**config.mk**
```make
export PLATFORM = sky130hd
export DESIGN_NAME = tqvp_reg_bus_arbiter_flat
export DESIGN_NICKNAME = d
export VERILOG_FILES = /design/src/rtl/tqvp_reg_bus_arbiter_if.sv /design/src/rtl/tqvp_reg_bus_arbiter.sv /design/src/flat_wrapper.sv
export SDC_FILE = /design/constraint.sdc
export NUM_CORES = 1
export LEC_CHECK = 0
export BUFFER_PORTS_ARGS = -buffer_cell sky130_fd_sc_hd__buf_2
export CAP_MARGIN = 20
export CORE_MARGIN = 8
export CORE_UTILIZATION = 41
export DETAILED_ROUTE_END_ITERATION = 7
export GPL_ROUTABILITY_DRIVEN = 0
export PLACE_DENSITY = 0.77
export SETUP_SLACK_MARGIN = 0.15
export SLEW_MARGIN = 20
export SYNTH_ARGS = -nofsm -noshare
export SYNTH_HDL_FRONTEND = slang
export SYNTH_SLANG_ARGS = --single-unit
```
**constraint.sdc**
```tcl
create_clock -name clk -period 2.6 [get_ports clk]
set_input_delay 0.52 -clock clk [delete_from_list [all_inputs] [get_ports clk]]
set_output_delay 0.52 -clock clk [all_outputs]
set_load 0.01 [all_outputs]
```
**src/rtl/tqvp_reg_bus_arbiter_if.sv**
```systemverilog
// -----------------------------------------------------------------------------
// tqvp_reg_bus_arbiter_if
// Bundles the two-requester request side and the shared TinyQV peripheral
// register port of tqvp_reg_bus_arbiter.
//
// Parameters: ADDR_W register address width, DATA_W register data width.
//
// Requester side : req, req_we, req_txn, req_addr, req_wdata  (into arbiter)
//                  gnt, done, err, rdata, busy                (out of arbiter)
// Peripheral side: address, data_in, data_write_n, data_read_n (out of arbiter)
//                  data_out, data_ready                        (into arbiter)
//
// Modports: slave  - the arbiter itself.
//           master - the environment (requesters plus peripheral).
// -----------------------------------------------------------------------------
interface tqvp_reg_bus_arbiter_if #(
   parameter int ADDR_W = 6,
   parameter int DATA_W = 32
);
   logic [1:0]          req;
   logic [1:0]          req_we;
   logic [3:0]          req_txn;
   logic [2*ADDR_W-1:0] req_addr;
   logic [2*DATA_W-1:0] req_wdata;
   logic [1:0]          gnt;
   logic [1:0]          done;
   logic                err;
   logic [DATA_W-1:0]   rdata;
   logic                busy;
   logic [ADDR_W-1:0]   address;
   logic [DATA_W-1:0]   data_in;
   logic [1:0]          data_write_n;
   logic [1:0]          data_read_n;
   logic [DATA_W-1:0]   data_out;
   logic                data_ready;

   modport slave (
      input  req, req_we, req_txn, req_addr, req_wdata, data_out, data_ready,
      output gnt, done, err, rdata, busy, address, data_in, data_write_n, data_read_n
   );

   modport master (
      output req, req_we, req_txn, req_addr, req_wdata, data_out, data_ready,
      input  gnt, done, err, rdata, busy, address, data_in, data_write_n, data_read_n
   );
endinterface

```
**src/rtl/tqvp_reg_bus_arbiter.sv**
```systemverilog
// -----------------------------------------------------------------------------
// tqvp_reg_bus_arbiter
// Shares one TinyQV peripheral register port between requester 0 (SPI register
// bridge) and requester 1 (internal sequencer). Round-robin arbitration, one
// transaction in flight, all outputs registered.
//
// Ports:
//   clk  - clock
//   rst  - asynchronous active-high reset; aborts any transaction in flight
//   bus  - tqvp_reg_bus_arbiter_if.slave (requester handshake + peripheral port)
//
// Optional feature macro: TQVP_ARB_TIMEOUT_EN
//   When defined, a read waiting TIMEOUT_CYCLES cycles without data_ready is
//   abandoned with rdata = all ones and err = 1.
// -----------------------------------------------------------------------------
module tqvp_reg_bus_arbiter #(
   parameter int ADDR_W         = 6,
   parameter int DATA_W         = 32,
   parameter int TIMEOUT_CYCLES = 255
) (
   input  logic                  clk,
   input  logic                  rst,
   tqvp_reg_bus_arbiter_if.slave bus
);

   typedef enum logic [2:0] {
      ST_IDLE  = 3'd0,
      ST_WRITE = 3'd1,
      ST_READ  = 3'd2,
      ST_ERR   = 3'd3,
      ST_DONE  = 3'd4
   } state_t;

   state_t              state_r, state_s;
   logic                owner_r, owner_s;
   logic                last_r, last_s;
   logic [1:0]          txn_r, txn_s;
   logic [ADDR_W-1:0]   addr_r, addr_s;
   logic [DATA_W-1:0]   wdata_r, wdata_s;
   logic [1:0]          gnt_r, gnt_s;
   logic [1:0]          done_r, done_s;
   logic                err_r, err_s;
   logic [DATA_W-1:0]   rdata_r, rdata_s;
   logic                busy_r, busy_s;
   logic [1:0]          wn_r, wn_s;
   logic [1:0]          rn_r, rn_s;
   logic                pick_s;
   logic [1:0]          sel_txn_s;
   logic                sel_we_s;

`ifdef TQVP_ARB_TIMEOUT_EN
   localparam logic [15:0] TIMEOUT_LIM = 16'(TIMEOUT_CYCLES);
   logic [15:0]         wait_cnt_r, wait_cnt_s;
`endif

   // Zero the bytes above the transfer width; an invalid code yields zero.
   function automatic logic [DATA_W-1:0] mask_rdata(input logic [1:0] txn,
                                                    input logic [DATA_W-1:0] d);
      logic [DATA_W-1:0] m;
      m = {DATA_W{1'b0}};
      case (txn)
         2'b00:   m[7:0]  = d[7:0];
         2'b01:   m[15:0] = d[15:0];
         2'b10:   m       = d;
         default: m       = {DATA_W{1'b0}};
      endcase
      return m;
   endfunction

   // Next-state and next-output logic; every output register is fed from here.
   always_comb begin
      state_s   = state_r;
      owner_s   = owner_r;
      last_s    = last_r;
      txn_s     = txn_r;
      addr_s    = addr_r;
      wdata_s   = wdata_r;
      gnt_s     = gnt_r;
      done_s    = 2'b00;
      err_s     = err_r;
      rdata_s   = rdata_r;
      wn_s      = 2'b11;
      rn_s      = 2'b11;
      pick_s    = 1'b0;
      sel_txn_s = 2'b00;
      sel_we_s  = 1'b0;
`ifdef TQVP_ARB_TIMEOUT_EN
      wait_cnt_s = wait_cnt_r;
`endif
      case (state_r)
         ST_IDLE: begin
            // On a tie the requester that did not win last time gets the port.
            case (bus.req)
               2'b01:   pick_s = 1'b0;
               2'b10:   pick_s = 1'b1;
               2'b11:   pick_s = ~last_r;
               default: pick_s = 1'b0;
            endcase
            sel_txn_s = pick_s ? bus.req_txn[3:2] : bus.req_txn[1:0];
            sel_we_s  = pick_s ? bus.req_we[1]    : bus.req_we[0];
            if (bus.req != 2'b00) begin
               owner_s = pick_s;
               txn_s   = sel_txn_s;
               addr_s  = pick_s ? bus.req_addr[2*ADDR_W-1:ADDR_W]  : bus.req_addr[ADDR_W-1:0];
               wdata_s = pick_s ? bus.req_wdata[2*DATA_W-1:DATA_W] : bus.req_wdata[DATA_W-1:0];
               gnt_s   = pick_s ? 2'b10 : 2'b01;
               if (sel_txn_s == 2'b11) begin
                  state_s = ST_ERR;
               end else if (sel_we_s) begin
                  state_s = ST_WRITE;
                  wn_s    = sel_txn_s;
               end else begin
                  state_s = ST_READ;
                  rn_s    = sel_txn_s;
`ifdef TQVP_ARB_TIMEOUT_EN
                  wait_cnt_s = 16'd0;
`endif
               end
            end else begin
               state_s = ST_IDLE;
            end
         end
         ST_WRITE: begin
            done_s  = gnt_r;
            err_s   = 1'b0;
            state_s = ST_DONE;
         end
         ST_READ: begin
            // data_ready beats a simultaneous timeout.
            if (bus.data_ready) begin
               rdata_s = mask_rdata(txn_r, bus.data_out);
               err_s   = 1'b0;
               done_s  = gnt_r;
               state_s = ST_DONE;
            end
`ifdef TQVP_ARB_TIMEOUT_EN
            else if (wait_cnt_r + 16'd1 == TIMEOUT_LIM) begin
               rdata_s = {DATA_W{1'b1}};
               err_s   = 1'b1;
               done_s  = gnt_r;
               state_s = ST_DONE;
            end else begin
               wait_cnt_s = wait_cnt_r + 16'd1;
               rn_s       = txn_r;
            end
`else
            else begin
               rn_s = txn_r;
            end
`endif
         end
         ST_ERR: begin
            err_s   = 1'b1;
            done_s  = gnt_r;
            state_s = ST_DONE;
         end
         ST_DONE: begin
            last_s  = owner_r;
            gnt_s   = 2'b00;
            state_s = ST_IDLE;
         end
         default: begin
            gnt_s   = 2'b00;
            state_s = ST_IDLE;
         end
      endcase
      busy_s = (state_s != ST_IDLE);
   end

   // State and output registers; reset aborts immediately and idles the strobes.
   always_ff @(posedge clk or posedge rst) begin
      if (rst) begin
         state_r <= ST_IDLE;
         owner_r <= 1'b0;
         last_r  <= 1'b1;
         txn_r   <= 2'b00;
         addr_r  <= {ADDR_W{1'b0}};
         wdata_r <= {DATA_W{1'b0}};
         gnt_r   <= 2'b00;
         done_r  <= 2'b00;
         err_r   <= 1'b0;
         rdata_r <= {DATA_W{1'b0}};
         busy_r  <= 1'b0;
         wn_r    <= 2'b11;
         rn_r    <= 2'b11;
`ifdef TQVP_ARB_TIMEOUT_EN
         wait_cnt_r <= 16'd0;
`endif
      end else begin
         state_r <= state_s;
         owner_r <= owner_s;
         last_r  <= last_s;
         txn_r   <= txn_s;
         addr_r  <= addr_s;
         wdata_r <= wdata_s;
         gnt_r   <= gnt_s;
         done_r  <= done_s;
         err_r   <= err_s;
         rdata_r <= rdata_s;
         busy_r  <= busy_s;
         wn_r    <= wn_s;
         rn_r    <= rn_s;
`ifdef TQVP_ARB_TIMEOUT_EN
         wait_cnt_r <= wait_cnt_s;
`endif
      end
   end

   assign bus.gnt          = gnt_r;
   assign bus.done         = done_r;
   assign bus.err          = err_r;
   assign bus.rdata        = rdata_r;
   assign bus.busy         = busy_r;
   assign bus.address      = addr_r;
   assign bus.data_in      = wdata_r;
   assign bus.data_write_n = wn_r;
   assign bus.data_read_n  = rn_r;

endmodule

```
**src/flat_wrapper.sv**
```systemverilog
// flat-port wrapper written by rule: the top's interface ports become plain ports
module tqvp_reg_bus_arbiter_flat 
#(
   parameter int ADDR_W         = 6,
   parameter int DATA_W         = 32,
   parameter int TIMEOUT_CYCLES = 255
)
  (clk, rst, bus_req, bus_req_we, bus_req_txn, bus_req_addr, bus_req_wdata, bus_data_out, bus_data_ready, bus_gnt, bus_done, bus_err, bus_rdata, bus_busy, bus_address, bus_data_in, bus_data_write_n, bus_data_read_n);
  tqvp_reg_bus_arbiter_if #(.ADDR_W(ADDR_W), .DATA_W(DATA_W)) bus_i ();
  input  logic clk;
  input  logic rst;
  input wire logic [$bits(bus_i.req)-1:0] bus_req;
  input wire logic [$bits(bus_i.req_we)-1:0] bus_req_we;
  input wire logic [$bits(bus_i.req_txn)-1:0] bus_req_txn;
  input wire logic [$bits(bus_i.req_addr)-1:0] bus_req_addr;
  input wire logic [$bits(bus_i.req_wdata)-1:0] bus_req_wdata;
  input wire logic [$bits(bus_i.data_out)-1:0] bus_data_out;
  input wire logic [$bits(bus_i.data_ready)-1:0] bus_data_ready;
  output wire logic [$bits(bus_i.gnt)-1:0] bus_gnt;
  output wire logic [$bits(bus_i.done)-1:0] bus_done;
  output wire logic [$bits(bus_i.err)-1:0] bus_err;
  output wire logic [$bits(bus_i.rdata)-1:0] bus_rdata;
  output wire logic [$bits(bus_i.busy)-1:0] bus_busy;
  output wire logic [$bits(bus_i.address)-1:0] bus_address;
  output wire logic [$bits(bus_i.data_in)-1:0] bus_data_in;
  output wire logic [$bits(bus_i.data_write_n)-1:0] bus_data_write_n;
  output wire logic [$bits(bus_i.data_read_n)-1:0] bus_data_read_n;
  assign bus_i.req = bus_req;
  assign bus_i.req_we = bus_req_we;
  assign bus_i.req_txn = bus_req_txn;
  assign bus_i.req_addr = bus_req_addr;
  assign bus_i.req_wdata = bus_req_wdata;
  assign bus_i.data_out = bus_data_out;
  assign bus_i.data_ready = bus_data_ready;
  assign bus_gnt = bus_i.gnt;
  assign bus_done = bus_i.done;
  assign bus_err = bus_i.err;
  assign bus_rdata = bus_i.rdata;
  assign bus_busy = bus_i.busy;
  assign bus_address = bus_i.address;
  assign bus_data_in = bus_i.data_in;
  assign bus_data_write_n = bus_i.data_write_n;
  assign bus_data_read_n = bus_i.data_read_n;
  tqvp_reg_bus_arbiter #(.ADDR_W(ADDR_W), .DATA_W(DATA_W), .TIMEOUT_CYCLES(TIMEOUT_CYCLES)) u_core (.clk(clk), .rst(rst), .bus(bus_i));
endmodule
```
# --- Yosys cells after proc, flatten, opt, wreduce, memory -nomap -nowiden ---
# Index checks and enable logic that the tools add are counted.
classes:
  n_reduce_logical: 13
  n_mux: 30
  eq_ne: 11
  n_bitwise: 2
ops:
  columns: ["operator", "count"]
  rows:
  - ["2-to-1 mux 32 bit", 1]
  - ["2-to-1 mux 2 bit", 13]
  - ["2-to-1 mux 16 bit", 1]
  - ["2-to-1 mux 8 bit", 2]
  - ["one-hot mux 2 bit (2 select lines)", 3]
  - ["2-to-1 mux 3 bit", 3]
  - ["one-hot mux 3 bit (3 select lines)", 1]
  - ["== test 2 bit, second input constant", 4]
  - ["AND reduction 2 bit", 4]
  - ["== test 3 x 2 -> 1 bit, second input constant", 2]
  - ["2-to-1 mux 6 bit", 1]
  - ["nonzero test 3 bit", 2]
  - ["OR reduction 3 bit", 2]
  - ["OR reduction 2 bit", 2]
  - ["== test 3 x 1 -> 1 bit, second input constant", 1]
  - ["== test 3 bit, second input constant", 1]
  - ["zero test 3 bit", 1]
  - ["2-to-1 mux 1 bit", 3]
  - ["one-hot mux 1 bit (3 select lines)", 1]
  - ["== test 2 x 1 -> 1 bit, second input constant", 1]
  - ["zero test 2 bit", 1]
  - ["inequality test 2 x 1 -> 1 bit, second input constant", 1]
  - ["inequality test 2 bit, second input constant", 1]
  - ["NOT 1 bit", 2]
  - ["other kinds (2)", 2]
totals:
  ff_bits: 87
  in_bits: 119
  elab_cells: 69
  out_inout_bits: 80

# --- Logic depth before layout (Yosys ltp) ---
# Gate-level depths: netlist (run 1).
depth:
  word_depth: 9
  depth_mapped: 6
  ltp_nobuf: 4

# --- Worst setup path before layout (run 1) ---
# Ideal clock, no wire load.
synth_path:
  path_kind: "reg-to-reg"
  from: "reg u_core.state_r[0]"
  to: "reg u_core.wdata_r[10], in the netlist u_core.bus.data_in[10]"
  synth_period_minus_slack_ns: 1.594
  required_ns: 2.534
  arrival_time_ns: 1.527
  path_stages_with_launch: 7
  n_path_buf: 3
  setup_time_ns: 0.066
  path_slack_ns: 1.006
  path_cell_list: "dfrtp_1 or3_1 buf_2 nor3b_2 buf_4 buf_6 a221o_1"
synth_via:
  elab_chain_cells: 2
synth_rtl:
  columns: ["element", "line_no", "source"]
  rows:
  - ["start: declaration", "tqvp_reg_bus_arbiter.sv:34", "state_t state_r, state_s;"]
  - ["start signal: assignment", "tqvp_reg_bus_arbiter.sv:190", "state_r <= state_s;"]
  - ["zero test 3 bit", "tqvp_reg_bus_arbiter.sv:90", "case (state_r)"]
  - ["AND reduction 2 bit (no source line)", null, null]
  - ["end signal: assignment", "tqvp_reg_bus_arbiter.sv:178", "wdata_r <= {DATA_W{1'b0}};"]
  - ["end signal: assignment", "tqvp_reg_bus_arbiter.sv:195", "wdata_r <= wdata_s;"]
  - ["end: declaration", "tqvp_reg_bus_arbiter.sv:39", "logic [DATA_W-1:0] wdata_r, wdata_s;"]
# Every way passes these cells.
# A chain may end at the register's enable or synchronous reset.

# --- Worst setup path in the final report (run 1) ---
layout_path:
  from: "reg u_core.state_r[0]"
  to: "reg u_core.wdata_r[22], in the netlist u_core.bus.data_in[22]"
# The elaborated chain is that of the path after synthesis.

==> impl_metrics.json, run 1 <==
{
  "port_buffers": 198,
  "fmax_mhz": 483.0,
  "final-seq-area_um2": 2183,
  "grt_remaining_overflow": 0,
  "placedInstanceArea_um2": 4916,
  "grt_max_degree": 48,
  "drt_first_iter_violations": 291,
  "timing.reg2reg.setup_slack_ps": 530,
  "antenna_cells_inserted": 0,
  "clock_tree.buffer_depth": 2,
  "worstSkewPairLatency_ps": 340,
  "filler_cell_count": 806,
  "clkTransAtPathRegs_ps": 90,
  "critical_path.max_fanout": 29,
  "unrepaired_setup_endpoints_after_global_routing": "no",
  "cap_violations": 0,
  "post_route_cells_drive_above_1_share_pct": 40.66,
  "outcome": "completed",
  "final_util_pct": 55.67,
  "number_of_nets_in_the_synthesized_netlist": 500,
  "fp.dieW_um": 112.5,
  "timing.final.crit_period_ps": 2070,
  "worst_slew_pin_slew_ps": 678.4,
  "max-slew-margin-rel_pct": 54.65,
  "ys_seq_area_share_pct": 57.19,
  "hold_class": "in -> async",
  "min_period_over_period_pct": 79.63,
  "synth_seq_cells": 87,
  "boundaryPins": 199,
  "finalNetCount": 690,
  "setup_total_negative_slack_ps": 0,
  "clkSinkCount": 87,
  "multi_input_comb_area_um2": 1369,
  "worst_clock_skew_ps": 13.33,
  "synthArstFlopShare_pct": 100.0,
  "synth-edff-count": 0,
  "final_cell_area_um2": 5095,
  "first_pass_grt_wire_length_mm": 18.02,
  "cell_by_cell_listing_of_the_critical_path": "nor2_1 -> nand3_1 -> buf_12 -> a221o_1",
  "flow.area_growth_from_synthesis_pct": 33.46,
  "grt_util_all_layers_pct": 17.34,
  "post_drt_wl_per_cell_um": 16.07,
  "slowest_stage": "sky130_fd_sc_hd__nand3_1",
  "postSynthAreaPerCell_um2": 10.07,
  "timing.critical_path.slowest_cell_delay_ps": 520,
  "dieArea_um2": 12650,
  "timing.critical_path.arrival_ps": 2290,
  "final_max_slew_viol_count": 0,
  "setup.worst_path.end_class": "flip-flop",
  "synth_cells": 379,
  "synth_top_flop_cell": "sky130_fd_sc_hd__dfrtp_1",
  "start_util_pct": 41.71,
  "setup_viol_count_final": 0,
  "power.density_cell_area_nw_per_um2": 1144,
  "tritoncts": "done",
  "dp_slack_ps": 421.9,
  "hold_violations": 0,
  "post_cts_buffers": 0,
  "vdd.ir_drop.worst_v": 0.0004565,
  "core_region_area_um2": 9153,
  "post-route-drc-count": 0,
  "crit-reg2reg-capture": "u_core.bus.data_in[22]",
  "postCtsResizedCells": 0,
  "cp.required_ps": 2820,
  "via_per_inst": 5.225,
  "yosysWarningCount": 0,
  "clock_buffer_count_from_cts": 9,
  "detail-route-antenna-nets": 0,
  "cts_root_buf": "sky130_fd_sc_hd__clkbuf_8",
  "setup_ws_ps": 529.5,
  "synth.lib_cells_used.distinct": 33,
  "die_y_um": 112.5,
  "antenna_found_initial": 0,
  "regToRegStartpoint": "u_core.state_r[0]",
  "syn_area_um2": 3817,
  "classification_of_the_worst_setup_path": "reg -> reg",
  "worstRegToRegCells": 4,
  "cts_htree_levels": 3,
  "grt_pass1_vias": 3710,
  "report.power.total_mw": 5.826,
  "hpwl_mm": 8.503,
  "firstDrtPassIters": 4,
  "route.final.wire_length_mm": 10.99,
  "setup.worst_path.start_class": "flip-flop",
  "std_cell_rows": 35,
  "routed-via-count": 3574,
  "p_leak_nw": 2.733,
  "hold_buffers": 0
}
[worst max-delay path, delay by kind of cell, from the launching register on]
kind            cells  cell delay, ps
flops               1             450
compound gates      1             370
buf+inv             1             380
simple gates        2             740
[routing by layer]
layer  part of all wire [%]  GRT usage, %
met1                     44         21.29
met2                     43         26.42
met3                     10         7.193
met4                    2.3         7.104
met5                      0             0
[Yosys cell counts (4+ instances only)]
cell type,number,area [µm²]
sky130_fd_sc_hd__buf_2,5,25.02
sky130_fd_sc_hd__inv_1,42,157.7
sky130_fd_sc_hd__nor3_1,38,190.2
sky130_fd_sc_hd__nand2_1,53,198.9
sky130_fd_sc_hd__dfrtp_1,82,2052
sky130_fd_sc_hd__dfstp_2,5,131.4
sky130_fd_sc_hd__a221o_1,38,380.4
sky130_fd_sc_hd__clkbuf_1,19,71.32
sky130_fd_sc_hd__a21oi_1,8,40.04
sky130_fd_sc_hd__and2_1,4,25.02
sky130_fd_sc_hd__nor2_1,5,18.77
sky130_fd_sc_hd__o21ai_0,33,165.2
sky130_fd_sc_hd__nand2b_1,18,112.6
[cells in the final DEF (no fill, tap or decap)]
| cell type | synthesis | layout |
|---|---|---|
| sky130_fd_sc_hd__ha_1 | 2 | 2 |
| sky130_fd_sc_hd__clkbuf_1 | 19 | 2 |
| sky130_fd_sc_hd__nand2_1 | 53 | 53 |
| sky130_fd_sc_hd__a21bo_2 | 1 | 1 |
| sky130_fd_sc_hd__nor3b_4 | 0 | 1 |
| sky130_fd_sc_hd__o21ai_0 | 33 | 33 |
| sky130_fd_sc_hd__nand3_1 | 2 | 2 |
| sky130_fd_sc_hd__or3_1 | 1 | 1 |
| sky130_fd_sc_hd__dfrtp_1 | 82 | 82 |
| sky130_fd_sc_hd__a221o_1 | 38 | 38 |
| sky130_fd_sc_hd__nand4_1 | 1 | 1 |
| sky130_fd_sc_hd__nor2_1 | 5 | 5 |
| sky130_fd_sc_hd__bufinv_16 | 0 | 1 |
| sky130_fd_sc_hd__a31oi_1 | 1 | 1 |
| sky130_fd_sc_hd__or2_2 | 1 | 1 |
| sky130_fd_sc_hd__clkbuf_8 | 0 | 9 |
| sky130_fd_sc_hd__and2_1 | 4 | 4 |
| sky130_fd_sc_hd__dfstp_2 | 5 | 5 |
| sky130_fd_sc_hd__a221oi_1 | 2 | 2 |
| sky130_fd_sc_hd__inv_1 | 42 | 41 |
| sky130_fd_sc_hd__a21boi_0 | 2 | 2 |
| sky130_fd_sc_hd__mux2_2 | 3 | 3 |
| sky130_fd_sc_hd__clkinvlp_4 | 0 | 2 |
| sky130_fd_sc_hd__a21o_1 | 3 | 3 |
| sky130_fd_sc_hd__o211ai_1 | 1 | 1 |
| sky130_fd_sc_hd__buf_4 | 1 | 7 |
| sky130_fd_sc_hd__nor2b_1 | 1 | 1 |
| sky130_fd_sc_hd__mux2i_1 | 2 | 2 |
| sky130_fd_sc_hd__buf_12 | 0 | 1 |
| sky130_fd_sc_hd__buf_2 | 5 | 198 |
| sky130_fd_sc_hd__clkinv_2 | 0 | 2 |
| sky130_fd_sc_hd__nand2b_1 | 18 | 18 |
| sky130_fd_sc_hd__nor3_1 | 38 | 38 |
| sky130_fd_sc_hd__nand4bb_2 | 0 | 1 |
| sky130_fd_sc_hd__or4b_2 | 1 | 1 |
| sky130_fd_sc_hd__a21oi_1 | 8 | 8 |
[sequential cells by signal, summed over array words and instances (netlist names), 2 cells and up]
register / flops
u_core.bus.data_write_n: 2
u_core.bus.data_in: 32
u_core.bus.data_read_n: 2
u_core.txn_r: 2
u_core.state_r: 3
u_core.bus.gnt: 2
u_core.bus.address: 6
u_core.bus.rdata: 32
u_core.bus.done: 2
[cells by family after synthesis]
logic type                 after synthesis  synth area share [%]
buffers and inverters                   69                 7.243
adders and majority gates                2                0.6554
DFF                                     87                 57.19
and+or+nand+nor                        127                 16.09
muxes                                    5                 1.409
AOI/OAI and AO/OA                       89                 17.40
[how the worst max path moves through the flow]
stage / end / from / slack [ps] / cells after the start
floorplan: u_core.bus.data_in[10] / u_core.state_r[0] / 1010 / 6
global placement: u_core.bus.data_in[11] / bus_req[0] / 510 / 5
detailed placement: u_core.bus.data_in[16] / bus_req[0] / 420 / 5
CTS: u_core.bus.data_in[21] / u_core.state_r[0] / 520 / 4
global route: u_core.bus.address[5] / u_core.state_r[0] / 420 / 4
finish: u_core.bus.data_in[22] / u_core.state_r[0] / 530 / 4
[power breakdown]
| part | switching (mW) | internal (mW) |
|---|---|---|
| combinational | 1.45 | 1.16 |
| sequential | 0.362 | 1.98 |
| clock | 0.439 | 0.437 |
| total | 2.25 | 3.58 |
[final cells by class]
class / instances / share of cell area [%]
multi-input cells: 223 / 26.87
clock buffers: 11 / 2.579
well taps: 111 / 2.726
inverters: 42 / 3.168
repair buffers: 206 / 20.87
flip-flops and latches: 87 / 42.85
clock inverters: 4 / 0.9332
[through the flow]
stage,cells,hold WS (ps)
finish,684,309.3
CTS,684,314.8
floorplan,379,445.5
detailed placement,669,466.2
global route,684,341.8
global placement,669,457.2
No activity file was read; power rests on OpenSTA's default activity.
==> inputs of run 2 (changes only) <==
- clock period: 2.6 -> 1.7 ns (I/O delays scaled with it)
==> run 2 against run 1 <==
Final area is 4.6% higher. Non-clock buffer count is 9 higher. Total power is 62% higher. Clock skew is 0.63 ps higher. Count of clock-buffer cells in the layout is 1 lower. Setup slack worse by 400 ps. Routed wire length is 4.5% higher. First-iteration DRC count is 38% lower. Clock power is 79% higher. Largest cell class unchanged. Final cell count is 1.5% higher. Sequential share of layout area is 1.9 points lower.
==> impl_metrics.json, run 2 (synthesized netlist as in run 1, its figures left out) <==
{
  "critical_path.max_fanout": 16,
  "std_cell_rows": 35,
  "first_pass_grt_wire_length_mm": 18.55,
  "final-seq-area_um2": 2183,
  "setup_viol_count_final": 0,
  "clock_buffer_count_from_cts": 9,
  "timing.final.crit_period_ps": 1568,
  "finalNetCount": 699,
  "hpwl_mm": 8.738,
  "filler_cell_count": 800,
  "firstDrtPassIters": 4,
  "hold_violations": 0,
  "antenna_found_initial": 0,
  "dp.cells": 675,
  "boundaryPins": 199,
  "clkSinkCount": 87,
  "fp.dieW_um": 112.5,
  "final_max_slew_viol_count": 0,
  "hold_class": "in -> async",
  "final_cells": 694,
  "clock_tree.buffer_depth": 2,
  "start_util_pct": 41.71,
  "timing.critical_path.arrival_ps": 1840,
  "post-route-drc-count": 0,
  "power.density_cell_area_nw_per_um2": 1775,
  "post_drt_wl_per_cell_um": 16.56,
  "worstSkewPairLatency_ps": 340,
  "grt_remaining_overflow": 0,
  "tritoncts": "done",
  "p_leak_nw": 2.838,
  "worst_clock_skew_ps": 13.95,
  "drt_first_iter_violations": 180,
  "setup_total_negative_slack_ps": 0,
  "worst_slew_pin_slew_ps": 489.2,
  "most_common_library_cell_in_the_layout_ignoring_fill_and_taps": "sky130_fd_sc_hd__buf_2",
  "worstRegToRegCells": 5,
  "vdd.ir_drop.worst_v": 0.0008233,
  "route.final.wire_length_mm": 11.49,
  "final_util_pct": 58.25,
  "flow.area_growth_from_synthesis_pct": 39.66,
  "unrepaired_setup_endpoints_after_global_routing": "yes",
  "min_period_over_period_pct": 92.21,
  "via_per_inst": 5.049,
  "port_buffers": 198,
  "layout_common_cells": "sky130_fd_sc_hd__buf_2, sky130_fd_sc_hd__dfrtp_1, sky130_fd_sc_hd__nand2_1",
  "post_route_cells_drive_above_1_share_pct": 42.88,
  "hold_buffers": 0,
  "dieArea_um2": 12650,
  "grt_pass1_vias": 3802,
  "die_y_um": 112.5,
  "classification_of_the_worst_setup_path": "reg -> reg",
  "multi_input_comb_area_um2": 1418,
  "fmax_mhz": 637.9,
  "setup.worst_path.start_class": "flip-flop",
  "max-slew-margin-rel_pct": 67.32,
  "grt_util_all_layers_pct": 17.93,
  "cap_violations": 0,
  "cts_htree_levels": 3,
  "detail-route-antenna-nets": 0,
  "routed-via-count": 3504,
  "clkTransAtPathRegs_ps": 90,
  "grt_max_degree": 65,
  "core_region_area_um2": 9153,
  "setup.worst_path.end_class": "flip-flop",
  "cp.required_ps": 1970,
  "antenna_cells_inserted": 0,
  "outcome": "completed",
  "cts_root_buf": "sky130_fd_sc_hd__clkbuf_8"
}
==> run 2: cell types whose count changed in the layout (fill, tap and decap cells not counted), moves of 2 or more <==
cell / previous run / this run
sky130_fd_sc_hd__clkinv_4: 0 / 2
sky130_fd_sc_hd__buf_6: 0 / 2
sky130_fd_sc_hd__buf_12: 1 / 5
sky130_fd_sc_hd__buf_4: 7 / 9
sky130_fd_sc_hd__nor2_2: 0 / 2
sky130_fd_sc_hd__clkinv_2: 2 / 0
sky130_fd_sc_hd__a221oi_1: 2 / 0
sky130_fd_sc_hd__nor2_1: 5 / 3
==> run 2: final timing paths <==
path	startpoint	endpoint	slack, ps
setup / recovery	u_core.state_r[0]	u_core.bus.data_in[12]	130
setup reg to reg	u_core.state_r[0]	u_core.bus.data_in[12]	130
hold / removal	rst	u_core.bus.err	9
hold reg to reg	u_core.bus.rdata[17]	u_core.bus.rdata[17]	480
max in group asynchronous	rst	u_core.bus.data_write_n[0]	1110
min in group clk	bus_req_addr[1]	u_core.bus.address[1]	220
==> run 2: stage by stage <==
stage	area [µm²]	hold slack, ps	setup slack (ps)	power [mW]
after floorplan	3834	445.5	106.5	6.001
after global placement	5024	388.7	135.6	7.658
after detailed placement	5024	398.3	74.43	7.826
after CTS	5304	10.63	125.6	9.546
after global routing	5331	22.88	79.02	10.15
final	5331	9.437	132.3	9.465
==> run 2: what timing repair did <==
item | CTS | global route
setup buffers | 2 | 0
gates cloned | 1 | 0
endpoints found under the setup margin | 38 | 61
resized for setup | 5 | 5
pin swaps | 1 | 1
==> run 2: per-layer routing <==
metal  track usage [%]  up-vias  wire [µm]
met3             6.710       10        967
met4             5.036        0        102
met5                 0        -          0
met2             29.91      165       5490
met1             21.17     1623       4930
li1                  -     1706          -
==> run 2: where the power goes <==
part | total, mW | leakage (nW) | internal, mW | switching (mW)
registers | 3.56 | 1.10 | 3.03 | 0.530
clock network | 1.57 | 0.107 | 0.839 | 0.735
logic | 4.33 | 1.64 | 2.00 | 2.33
total | 9.46 | 2.84 | 5.87 | 3.59
==> run 2: worst max-delay path: stages (launching register included) <==
cell                      delay (ps)
sky130_fd_sc_hd__dfrtp_1         400
sky130_fd_sc_hd__or3_4           430
sky130_fd_sc_hd__nor3b_4         220
sky130_fd_sc_hd__buf_4           160
sky130_fd_sc_hd__buf_12          140
sky130_fd_sc_hd__a221o_1         160
==> run 2: layout make-up <==
class                   instances  area share, %
clock buffers                  10          2.394
clock inverters                 6          1.760
inverters                      42          3.027
multi-input cells             223          26.59
flip-flops and latches         87          40.95
well taps                     111          2.605
repair buffers                215          22.67
